File: src/rtl/pipe_stage_hs.sv
// pipe_stage_hs: parametrised pipeline stage register with a valid/ready handshake.
// Moves an opaque WIDTH-bit payload (a packed control+data bundle) from one
// pipeline stage to the next.
//
// SKID=1 adds a second entry. This lets in_ready come straight from a flop
// instead of depending on out_ready in the same cycle.
//
// A flush discards every held entry. The stage then presents a bubble whose
// payload is RESET_VAL.
//
// Ports:
//   clk        rising-edge clock
//   reset      synchronous, active-high reset
//   flush      synchronous bubble insert, discards all held entries
//   in_valid   upstream has a payload on in_data
//   in_ready   stage accepts in_data this cycle
//   in_data    upstream payload (WIDTH bits)
//   out_valid  out_data holds a valid payload
//   out_ready  downstream accepts out_data this cycle
//   out_data   payload to downstream (WIDTH bits), RESET_VAL when empty
//   occupancy  number of held entries (0..2, max 1 when SKID=0)
module pipe_stage_hs #(
  parameter int               WIDTH     = 32,
  parameter logic [WIDTH-1:0] RESET_VAL = {WIDTH{1'b0}},
  parameter bit               SKID      = 1'b1
) (
  input  logic             clk,
  input  logic             reset,
  input  logic             flush,
  input  logic             in_valid,
  output logic             in_ready,
  input  logic [WIDTH-1:0] in_data,
  output logic             out_valid,
  input  logic             out_ready,
  output logic [WIDTH-1:0] out_data,
  output logic [1:0]       occupancy
);

  // The encoding equals the entry count, so occupancy is the state itself.
  typedef enum logic [1:0] {
    EMPTY    = 2'd0,
    FULL     = 2'd1,
    SKIDFULL = 2'd2
  } state_t;

  state_t           state;
  logic [WIDTH-1:0] mainData;
  logic [WIDTH-1:0] skidData;
  logic             readyReg;
  logic             inXfer;
  logic             outXfer;

  assign out_valid = (state != EMPTY);
  assign out_data  = mainData;
  assign occupancy = state;

  // Skid variant: in_ready comes from a flop (low only while both entries are held).
  // Single-entry variant: a full stage may accept only when it drains in the same cycle.
  // A flush always blocks acceptance, so no upstream handshake is lost.
  assign in_ready = !flush & (SKID ? readyReg : (!out_valid | out_ready));

  assign inXfer  = in_valid & in_ready;
  assign outXfer = out_valid & out_ready;

  always_ff @(posedge clk) begin
    if (reset || flush) begin
      // A transfer out in a flush cycle has already been consumed downstream;
      // nothing else needs to be kept.
      state    <= EMPTY;
      mainData <= RESET_VAL;
      skidData <= RESET_VAL;
      readyReg <= 1'b1;
    end else begin
      case (state)
        EMPTY: begin
          if (inXfer) begin
            state    <= FULL;
            mainData <= in_data;
          end
        end
        FULL: begin
          if (outXfer && inXfer) begin
            mainData <= in_data;
          end else if (outXfer) begin
            state    <= EMPTY;
            mainData <= RESET_VAL;
          end else if (inXfer && SKID) begin
            // Downstream stalled while upstream delivered: park the payload in the skid entry.
            state    <= SKIDFULL;
            skidData <= in_data;
            readyReg <= 1'b0;
          end
        end
        SKIDFULL: begin
          if (outXfer) begin
            state    <= FULL;
            mainData <= skidData;
            skidData <= RESET_VAL;
            readyReg <= 1'b1;
          end
        end
        default: begin
          state    <= EMPTY;
          mainData <= RESET_VAL;
          skidData <= RESET_VAL;
          readyReg <= 1'b1;
        end
      endcase
    end
  end

endmodule

File: config.mk
export PLATFORM = sky130hd
export DESIGN_NAME = pipe_stage_hs
export DESIGN_NICKNAME = d
export VERILOG_FILES = /design/src/rtl/pipe_stage_hs.sv
export SDC_FILE = /design/constraint.sdc
export NUM_CORES = 1
export LEC_CHECK = 0
export ABC_AREA = 1
export CAP_MARGIN = 15
export CORE_MARGIN = 4
export CORE_UTILIZATION = 30
export DETAILED_ROUTE_END_ITERATION = 12
export PLACE_DENSITY = 0.64
export SLEW_MARGIN = 20
export SYNTH_ARGS = -nofsm -noshare
export SYNTH_HDL_FRONTEND = slang
export SYNTH_SLANG_ARGS = --single-unit
File: constraint.sdc
create_clock -name clk -period 1.5 [get_ports clk]
set_input_delay 0.3 -clock clk [delete_from_list [all_inputs] [get_ports clk]]
set_output_delay 0.3 -clock clk [all_outputs]
set_load 0.01 [all_outputs]
==> summary.md <==
| Metric | Value |
|---|---|
| Status | `finished, final reports clean` |
| Post-synth cell types | `17` |
| Slew @ Worst Pin | `0.283 ns` |
| RD Place Congestion | `0.824` |
| CP Buf/Inv Count | `3` |
| Layout Area Growth over Synthesis | `40.3%` |
| Fmax | `674 MHz` |
| Clock network latency to the later pin of the worst-skew pair | `0.33 ns` |
| ANT nets after route | `0` |
| Ratio of final minimum period to clock period | `0.990` |
| Clock Sinks | `67` |
| Core ar. | `11500 µm²` |
| Final Skew | `0.00820 ns` |
| WS Path Type | `flop to flop` |
| Die Ht | `117 µm` |
| DRC | `0` |
| Max-slew violation count | `0` |
| Crit path max-delay cell type | `dfxtp_2` |
| Initial drt markers | `227` |
| Setup violators final | `0` |
| R2R setup slack | `0.02 ns` |
| Largest cells by area after synthesis | `dfxtp_1 (38%), nand2_1 (23%), nor2_1 (10%)` |
| # rows | `39` |
| Arrival time worst endpoint | `1.75 ns` |
| DR WL met2 | `5050 µm` |
| Final instance area | `4980 µm²` |
| Max FO, Critical Path | `6` |
| Post-Route Utilization | `0.433` |
| Post-synth net total | `631` |
| Number of I/O port buffers | `72` |
| Crit path from | `occupancy[0]` |
| Drt wl/cell | `12.8 µm` |
| Cell Area, Placed | `4540 µm²` |
| Final Hold Fails | `0` |
| Iteration count of the initial detailed-routing pass | `7` |
| Initial antenna violation count | `0` |
| Worst-path clk slew | `0.06 ns` |
| CTS H-tree depth | `3` |
| Worst path required time | `1.77 ns` |
| Root Driver | `clkbuf_16` |
| Ys flop type | `dfxtp_1` |
| Final HPWL DP | `7100 µm` |
| Max_cap viols | `0` |
| Fin cells | `832` |
| Number of synthesized register bits | `67` |
| Max Used Layer | `met4` |
| Worst R2R Start | `occupancy[0]` |
| Vias after detailed routing | `3761` |
| Antenna Cells | `0` |
| Fin crit period | `1.48 ns` |
| Static leakage | `2.60 nW` |
| Synth Instances | `594` |
| CTS Buf Count | `9` |
| Synth cell count leaders | `nand2_1 (218), nor2_1 (99), inv_1 (76), dfxtp_1 (67), a21oi_1 (34)` |
| FF-to-FF path depth | `9` |
| Crit path largest cell delay | `0.33 ns` |
| Dominant cell type by area after synthesis | `dfxtp_1` |
| Sequential area share after synthesis | `0.377` |
| TritonCTS clock tree | `done` |
| PwrDens | `934 nW/µm²` |
| Worst Hold Path Cells | `2` |
| # hold bufs at CTS | `0` |
| Max IR drop VDD | `0.577 mV` |
| Worst Hold Launch | `out_data[12]` |
| Metal3 WL | `765 µm` |
| Synth Warn # | `0` |
| I/O pins | `73` |
| CP delay by family, top | `simple AND/OR/NAND/NOR gates` |
| GRT Util Overall | `0.152` |
| Die area | `13700 µm²` |
| Nets | `721` |
| Wire length on met1 | `4750 µm` |
| Critical-path cell list | `buf_6, nor2_4, buf_12, nor2_4, clkbuf_16, nand3_2, nand2_2, nand2_2, a21oi_1` |
| Initial Util | `0.309` |
| Die Wd | `117 µm` |
| Layout cells sized above 1 | `0.112` |
| Hold-critical path endpoint | `out_data[12]` |
| Max clock buf depth | `2` |
| CP startpoint kind | `flop` |
| Placed cells | `807` |
| Vias in the first global route | `3582` |
| Unrepaired setup endpoints after global routing | `yes` |
| Total grt overflow | `0` |
| Crit end category | `flop` |
| Netlist Area Pre-Place | `3550 µm²` |
| Max-slew headroom | `0.811` |
| Routed WL | `10600 µm` |
| Post-synth EDFFs | `0` |
| Async set-reset flop share out of synthesis | `0` |
| Hold Crit Class | `flop to flop` |
| Largest net degree at the start of global routing | `28` |
| Avg Inst Size Synth | `5.98 µm²` |
| Hold Worst Slack | `0.459 ns` |
| Reg-to-Reg End | `out_data[23]` |
| Synth top area share | `0.377` |
| Most common cell in the synthesized netlist | `nand2_1` |
| First-pass GRT wire length | `16400 µm` |
| Vias per cell | `4.52` |
## worst max path at each step
stage	endpoint	slack, ns	depth (start not counted)
2_1_floorplan	out_data[0]	0.17	8
3_5_place_dp	skidData[4]	-0.37	9
5_1_grt	out_data[23]	-0.10	9
3_3_place_gp	skidData[25]	-0.27	9
6_report	out_data[23]	0.02	9
4_1_cts	out_valid	-0.08	4
## cells in the final DEF (no fill, tap or decap), drive strengths merged, types with 16 or more instances in the layout
master / Yosys / layout
o21ai: 29 / 29
nand3: 28 / 28
nand2: 220 / 220
dfxtp: 67 / 67
clkdlybuf4s50: 0 / 36
dlygate4sd2: 0 / 34
clkbuf: 6 / 16
inv: 79 / 79
a21oi: 34 / 34
nor2: 104 / 104
buf: 26 / 36
## layout make-up
class                      instances  area [µm²]
clock buffer                      11         233
clock inverter                     5        77.6
fill                            1200        6530
inverter                          79         302
multi-input combinational        416        1760
sequential                        67        1340
tap                              143         179
timing repair buffer             111        1090
## routing by layer
metal / global-route usage / vias to the layer above
li1: - / 1962
met1: 0.188 / 1674
met2: 0.255 / 118
met3: 0.0427 / 7
met4: 0.0466 / 0
met5: 0 / -
## tightest hold or removal path, stage by stage, from the launching register on
cell,delay [ns]
dfxtp_1,0.30
nand2_1,0.06
a21oi_1,0.05
## per-stage QoR
step / setup TNS, ns / setup slack (ns) / total power, W
after detailed placement: -18.44 / -0.366 / 0.00245
after CTS: -0.0832 / -0.0832 / 0.00469
final: 0 / 0.0154 / 0.00466
after global placement: -15.31 / -0.275 / 0.00244
after global routing: -1.56 / -0.101 / 0.00486
after floorplan: 0 / 0.171 / 0.00217
## where the power goes
part           switching, W  leakage, nW  internal, W
Clock              0.000784        0.150      0.00145
Combinational      0.000319         1.91     0.000280
Sequential        0.0000135        0.542      0.00181
Total               0.00112         2.60      0.00354
## repair_timing
action	4_1_cts	5_1_grt
gates cloned	0	4
setup buffers	0	6
endpoints found under the setup margin	60	46
pin swaps	0	4
gates resized for setup	39	23
## sequential cells by signal (all words and copies together), names as in the netlist
name and cells:
occupancy 2, out_data 32, readyReg 1, skidData 32
## cell families (layout without fill, tap and decap cells)
logic type	after synthesis	count (layout)	share of synthesized area
AO/OA/AOI/OAI	63	63	0.0887
buffers and inverters	111	206	0.137
flip-flops	67	67	0.377
AND/OR/NAND/NOR	353	353	0.396
(Power assumes the default switching activity.)
==> variant 1: new RTL, same settings <==
The parameter `WIDTH` goes from 32 to 40.
--- a/src/rtl/pipe_stage_hs.sv
+++ b/src/rtl/pipe_stage_hs.sv
@@ -22,3 +22,3 @@
 module pipe_stage_hs #(
-  parameter int               WIDTH     = 32,
+  parameter int               WIDTH     = 40,
   parameter logic [WIDTH-1:0] RESET_VAL = {WIDTH{1'b0}},
Interface: changed (resized in_data and out_data); port bits go from 73 to 89. No check against the original RTL was run, so the function may have changed too.
==> variant 1 against the unedited design <==
  * Area after synthesis is 23% higher
  * Critical path depth is the same
  * Combinational power increased by 22%
  * Power is 11% higher
  * Routed wire length up 25%
  * Global-route usage is 0.41 points higher
  * Final area up 22%
  * Clock power down 2%
  * Sequential cell count rose by 16
  * Worst setup slack gained 61 ps
  * Largest power group is now sequential cells
==> variant 1: results (changes against the unedited design) <==
Synth
  – Largest cells by area after synthesis: dfxtp_1 (38%), nand2_1 (19%), nor2_1 (11%), nand3_1 (9.6%), inv_1 (8.0%)
  – Count leader, synth: nand2_1
  – Largest family of logic cells by synthesized area: simple AND/OR/NAND/NOR gates
  – Mux cell area share after synthesis: 0% (unchanged)
  – Top_reg_cell synth: dfxtp_1
  – Async S/R FF share, synth: 0% (unchanged)
  – Post-synthesis xor/xnor area fraction: 0% (unchanged)
  – Sequential element share of the synthesized area: 37.90% (+0.15 points)
  – Post-synthesis compound-gate area fraction: 8.904% (+0.031 points)
  – Top cells by count, synth: nand2_1 (221), nor2_1 (123), inv_1 (93), nand3_1 (84), dfxtp_1 (83)
  – Syn nets: 781 (+24%)
  – Avg Inst Size Synth: 5.957 sq um (-0.42%)
  – Yosys cell types: 14 (-3)

Global route
  – Grt met3 use: 3.030% (-1.2 points)
  – Global routing usage on met1: 21.46% (+2.6 points)
  – Via count of the first global-routing pass: 4236 (+18%)
  – Initial antenna violation count: 0 (unchanged)
  – Met2 usage: 24.21% (-1.3 points)
  – Most Used Layer, Global Route: met2
  – First-pass GRT wire length: 20780 microns (+27%)
  – Pin count of the biggest net entering global routing: 41 (+46%)
  – Aggregate global-route resource usage: 15.56% (+0.41 points)

Route
  – Met1 wire length: 6516 microns (+37%)
  – Wire length per cell: 13.15 microns (+2.8%)
  – DR pass1 iterations: 5 (-2)
  – DR WL met2: 5845 microns (+16%)
  – Top Metal Used: met4
  – Metal3 WL: 761 microns (-0.52%)
  – Vias/cell: 4.556 (+0.79%)
  – Initial DRC count: 285 (+26%)

STA
  – Fin Clk Skew: 9.865 ps (+1.665 ps)
  – Slew margin rel.: 81.43% (+0.36 points)

Placed design
  – DP HPWL: 8627 microns (+21%)
  – RePlAce Congestion: 0.8054 (-2.3%)
  – I/O Buffers: 88 (+22%)
  – Cells after DPL: 988 (+22%)

Finish
  – Layout Nets: 872 (+21%)
  – Fillers: 1516 (+26%)
  – Non-Filler Instances: 1012 (+22%)
  – Layout cells sized above 1: 8.894% (-2.3 points)
  – Antenna diode count: 0 (unchanged)

Clock tree
  – Clk_lat worst skew: 350 ps (+20 ps)
  – Longest Clk Path Bufs: 2 (unchanged)
  – Clk slew on worst S/H paths: 60 ps (about the same)
  – Clock Root Buffer: clkbuf_16
  – H-tree level count: 3 (unchanged)

Setup path
  – CP top delay family: buffers and inverters
  – CP max stage cell: clkdlybuf4s50_1
  – Max incr delay on CP: 530 ps (+200 ps)
  – Worst endpoint data arrival time: 1700 ps (-50 ps)
  – R2R depth: 9 (unchanged)
  – Crit path max fanout: 13 (+7)

Min path
  – Hold path cells: 2 (unchanged)

Outcome
  – Status: complete, no violations

Pwr
  – VDD IR max: 0.0005106 V (-11%)
  – LEAKAGE: 3.156 nW (+21%)
## variant 1: worst register-to-register path, cell delays in order, from the launching register on
cell	delay, ps
dfxtp_4	400
nor2_4	60
buf_12	140
nor2_4	120
buf_4	160
clkbuf_16	170
nand3_1	90
nand2_1	60
nand2_1	40
a21oi_1	120
## variant 1: report_power, final
group,switching [mW],internal (mW)
combinational,0.392,0.336
sequential,0.0184,2.23
clock,0.958,1.22
total,1.37,3.79
## variant 1: repair_timing
item                                    in CTS  in global routing
endpoints found under the setup margin      52                 62
cloned                                       0                  3
buffers inserted                             0                  5
gates resized for setup                     49                 17
pin swaps                                    0                  2
## variant 1: layout make-up
type                       instances  area, sq um  share of cell area, %
multi-input combinational        508         2165                  35.60
sequential                        83         1669                  27.45
timing repair buffer             129         1369                  22.51
inverter                          96        362.8                  5.968
clock buffer                      11        252.7                  4.157
tap                              180        225.2                  3.704
clock inverter                     5        36.28                 0.5968
## variant 1: final timing paths
check | startpoint | end | slack, ps
hold reg to reg | out_data[28] | out_data[28] | 460
setup / recovery | out_ready | out_data[36] | 80
setup reg to reg | occupancy[0] | out_data[36] | 80
hold / removal | out_data[28] | out_data[28] | 460
## variant 1: kinds of logic after synthesis
group                  count (synthesis)
buffers and inverters                145
and+or+nand+nor                      430
AOI/OAI and AO/OA                     78
DFF                                   83
## variant 1: through the flow
stage | hold slack, ps | TNS (ps) | worst slack, ps | cell area [sq um] | util, %
final | 462.1 | 0 | 76.71 | 6080 | 43.13
after global routing | 483.7 | -71.19 | -17.47 | 6080 | 43.13
after CTS | 463.5 | -41.41 | -41.41 | 5936 | 42.11
after detailed placement | 456.1 | -19650 | -321.2 | 5692 | 40.38
after global placement | 454.0 | -18130 | -277.4 | 5692 | 40.38
after floorplan | 451.8 | 0 | 168.2 | 4384 | -
==> variant 2: new RTL, same settings <==
Without the edit above. Set the parameter `SKID` to 1'b0 (it was 1'b1).
--- a/src/rtl/pipe_stage_hs.sv
+++ b/src/rtl/pipe_stage_hs.sv
@@ -24,3 +24,3 @@
   parameter logic [WIDTH-1:0] RESET_VAL = {WIDTH{1'b0}},
-  parameter bit               SKID      = 1'b1
+  parameter bit               SKID      = 1'b0
 ) (
Check against the original RTL: not equivalent (Yosys sat finds a counterexample within 4 cycles, from zero or initial values).
==> variant 2 against the unedited design <==
  * Count of clock-buffer cells in the layout shrank 5
  * Non-clock buffer count shrank 28
  * Routed wire length shrank 61%
  * Sequential cell count shrank 34
  * Power shrank 60%
  * Area after synthesis shrank 61%
  * Global-route usage shrank 0.51 points
  * Worst setup slack gained 25 ps
  * Register-to-register slack gained 480 ps
  * Largest power group is now sequential cells
  * Final area shrank 54%
==> variant 2: results (changes against the unedited design) <==
Setup path
  – CP top delay family: buffers and inverters
  – R2R depth: 5 (-4)
  – Termination of the worst setup path: out_data[7]
  – Crit path max fanout: 2 (-4)
  – Worst endpoint data arrival time: 1160 ps (-590 ps)
  – Flop-to-flop setup slack: 500 ps (+480 ps)
  – CP max stage cell: clkdlybuf4s50_1
  – Max incr delay on CP: 540 ps (+210 ps)
  – FF-to-FF End: out_data[10]
  – Crit. Startpoint: out_data[7]

Global route
  – First-pass GRT wire length: 6989 microns (-57%)
  – Pin count of the biggest net entering global routing: 34 (+21%)
  – Aggregate global-route resource usage: 14.64% (-0.51 points)
  – Via count of the first global-routing pass: 1439 (-60%)

Clock tree
  – H-tree level count: 2 (-1)
  – Clk_lat worst skew: 280 ps (-50 ps)
  – Clock Root Buffer: clkbuf_8
  – CTS buffer count: 5 (-4)

Placed design
  – DP HPWL: 2791 microns (-61%)
  – Pre-CTS setup slack: -297.2 ps (+69.12 ps)

Route
  – Metal3 WL: 307 microns (-60%)
  – DR WL met2: 2026 microns (-60%)
  – Wire length per cell: 14.76 microns (+15%)
  – Met1 wire length: 1779 microns (-63%)
  – DR pass1 iterations: 4 (-3)
  – Vias/cell: 5.117 (+13%)

STA
  – Fin Clk Skew: 3.476 ps (-4.724 ps)

Finish
  – Layout cells sized above 1: 10.00% (-1.2 points)
  – Fillers: 432 (-64%)
  – Layout Nets: 266 (-63%)

Pwr
  – VDD IR max: 0.0003540 V (-39%)
  – LEAKAGE: 1.083 nW (-58%)

Outcome
  – Status: complete, no violations
-- variant 2: cell count changes in the layout (fill, tap and decap cells not counted), sizes merged, moves of 29 or more --
cell	before	now
dfxtp	67	33
dlygate4sd2	34	3
inv	79	2
nand2	220	2
nand4	0	32
nor2	104	1
o21ai	29	0
-- variant 2: worst min-delay path, cell delays in order, from the launching register on --
cell and delay [ps]:
dfxtp_1 310, nand3_1 70, a21oi_1 50
-- variant 2: cell families after synthesis --
logic type	synth area share, %
other	0.2683
AO/OA/AOI/OAI	12.18
buffers and inverters	11.46
AND/OR/NAND/NOR	28.83
flip-flops	47.27
-- variant 2: worst min path at each step --
stage,startpoint,to,cells after the start,slack [ps]
5_1_grt,out_data[1],out_data[1],2,490
3_5_place_dp,out_data[15],out_data[15],2,470
2_1_floorplan,in_data[0],out_data[0],2,470
3_3_place_gp,out_data[2],out_data[2],2,460
6_report,out_data[27],out_data[27],2,480
4_1_cts,out_data[15],out_data[15],2,480
-- variant 2: per-stage QoR --
stage	utilization (%)	area, sq um	std cells
2_1_floorplan	-	1398	161
3_3_place_gp	49.47	2198	274
3_5_place_dp	49.47	2198	274
4_1_cts	51.30	2280	282
5_1_grt	52.06	2313	282
6_report	52.06	2313	282
-- variant 2: report_power, final --
| part | internal (mW) | switching (mW) | leakage (nW) |
|---|---|---|---|
| sequential | 0.896 | 0.0105 | 0.268 |
| combinational | 0.178 | 0.133 | 0.770 |
| clock | 0.321 | 0.316 | 0.0450 |
-- variant 2: layout make-up --
type	count	area, sq um	share of cell area (%)
inverters	2	7.507	0.3245
well taps	52	65.06	2.812
clock inverters	2	10.01	0.4327
flip-flops and latches	33	661.9	28.61
multi-input cells	104	576.8	24.93
clock buffers	6	72.57	3.137
repair buffers	83	919.6	39.75
-- variant 2: per-layer routing --
layer | track usage, % | up-vias
met2 | 24.52 | 43
li1 | - | 728
met1 | 17.27 | 665
met5 | 0 | -
met3 | 5.319 | 7
met4 | 4.891 | 0
-- variant 2: repair_timing --
item | 4_1_cts | 5_1_grt
gates resized for setup | 7 | 17
endpoints found under the setup margin | 4 | 17
endpoints found under the hold margin | 0 | 0
setup buffers | 0 | 0
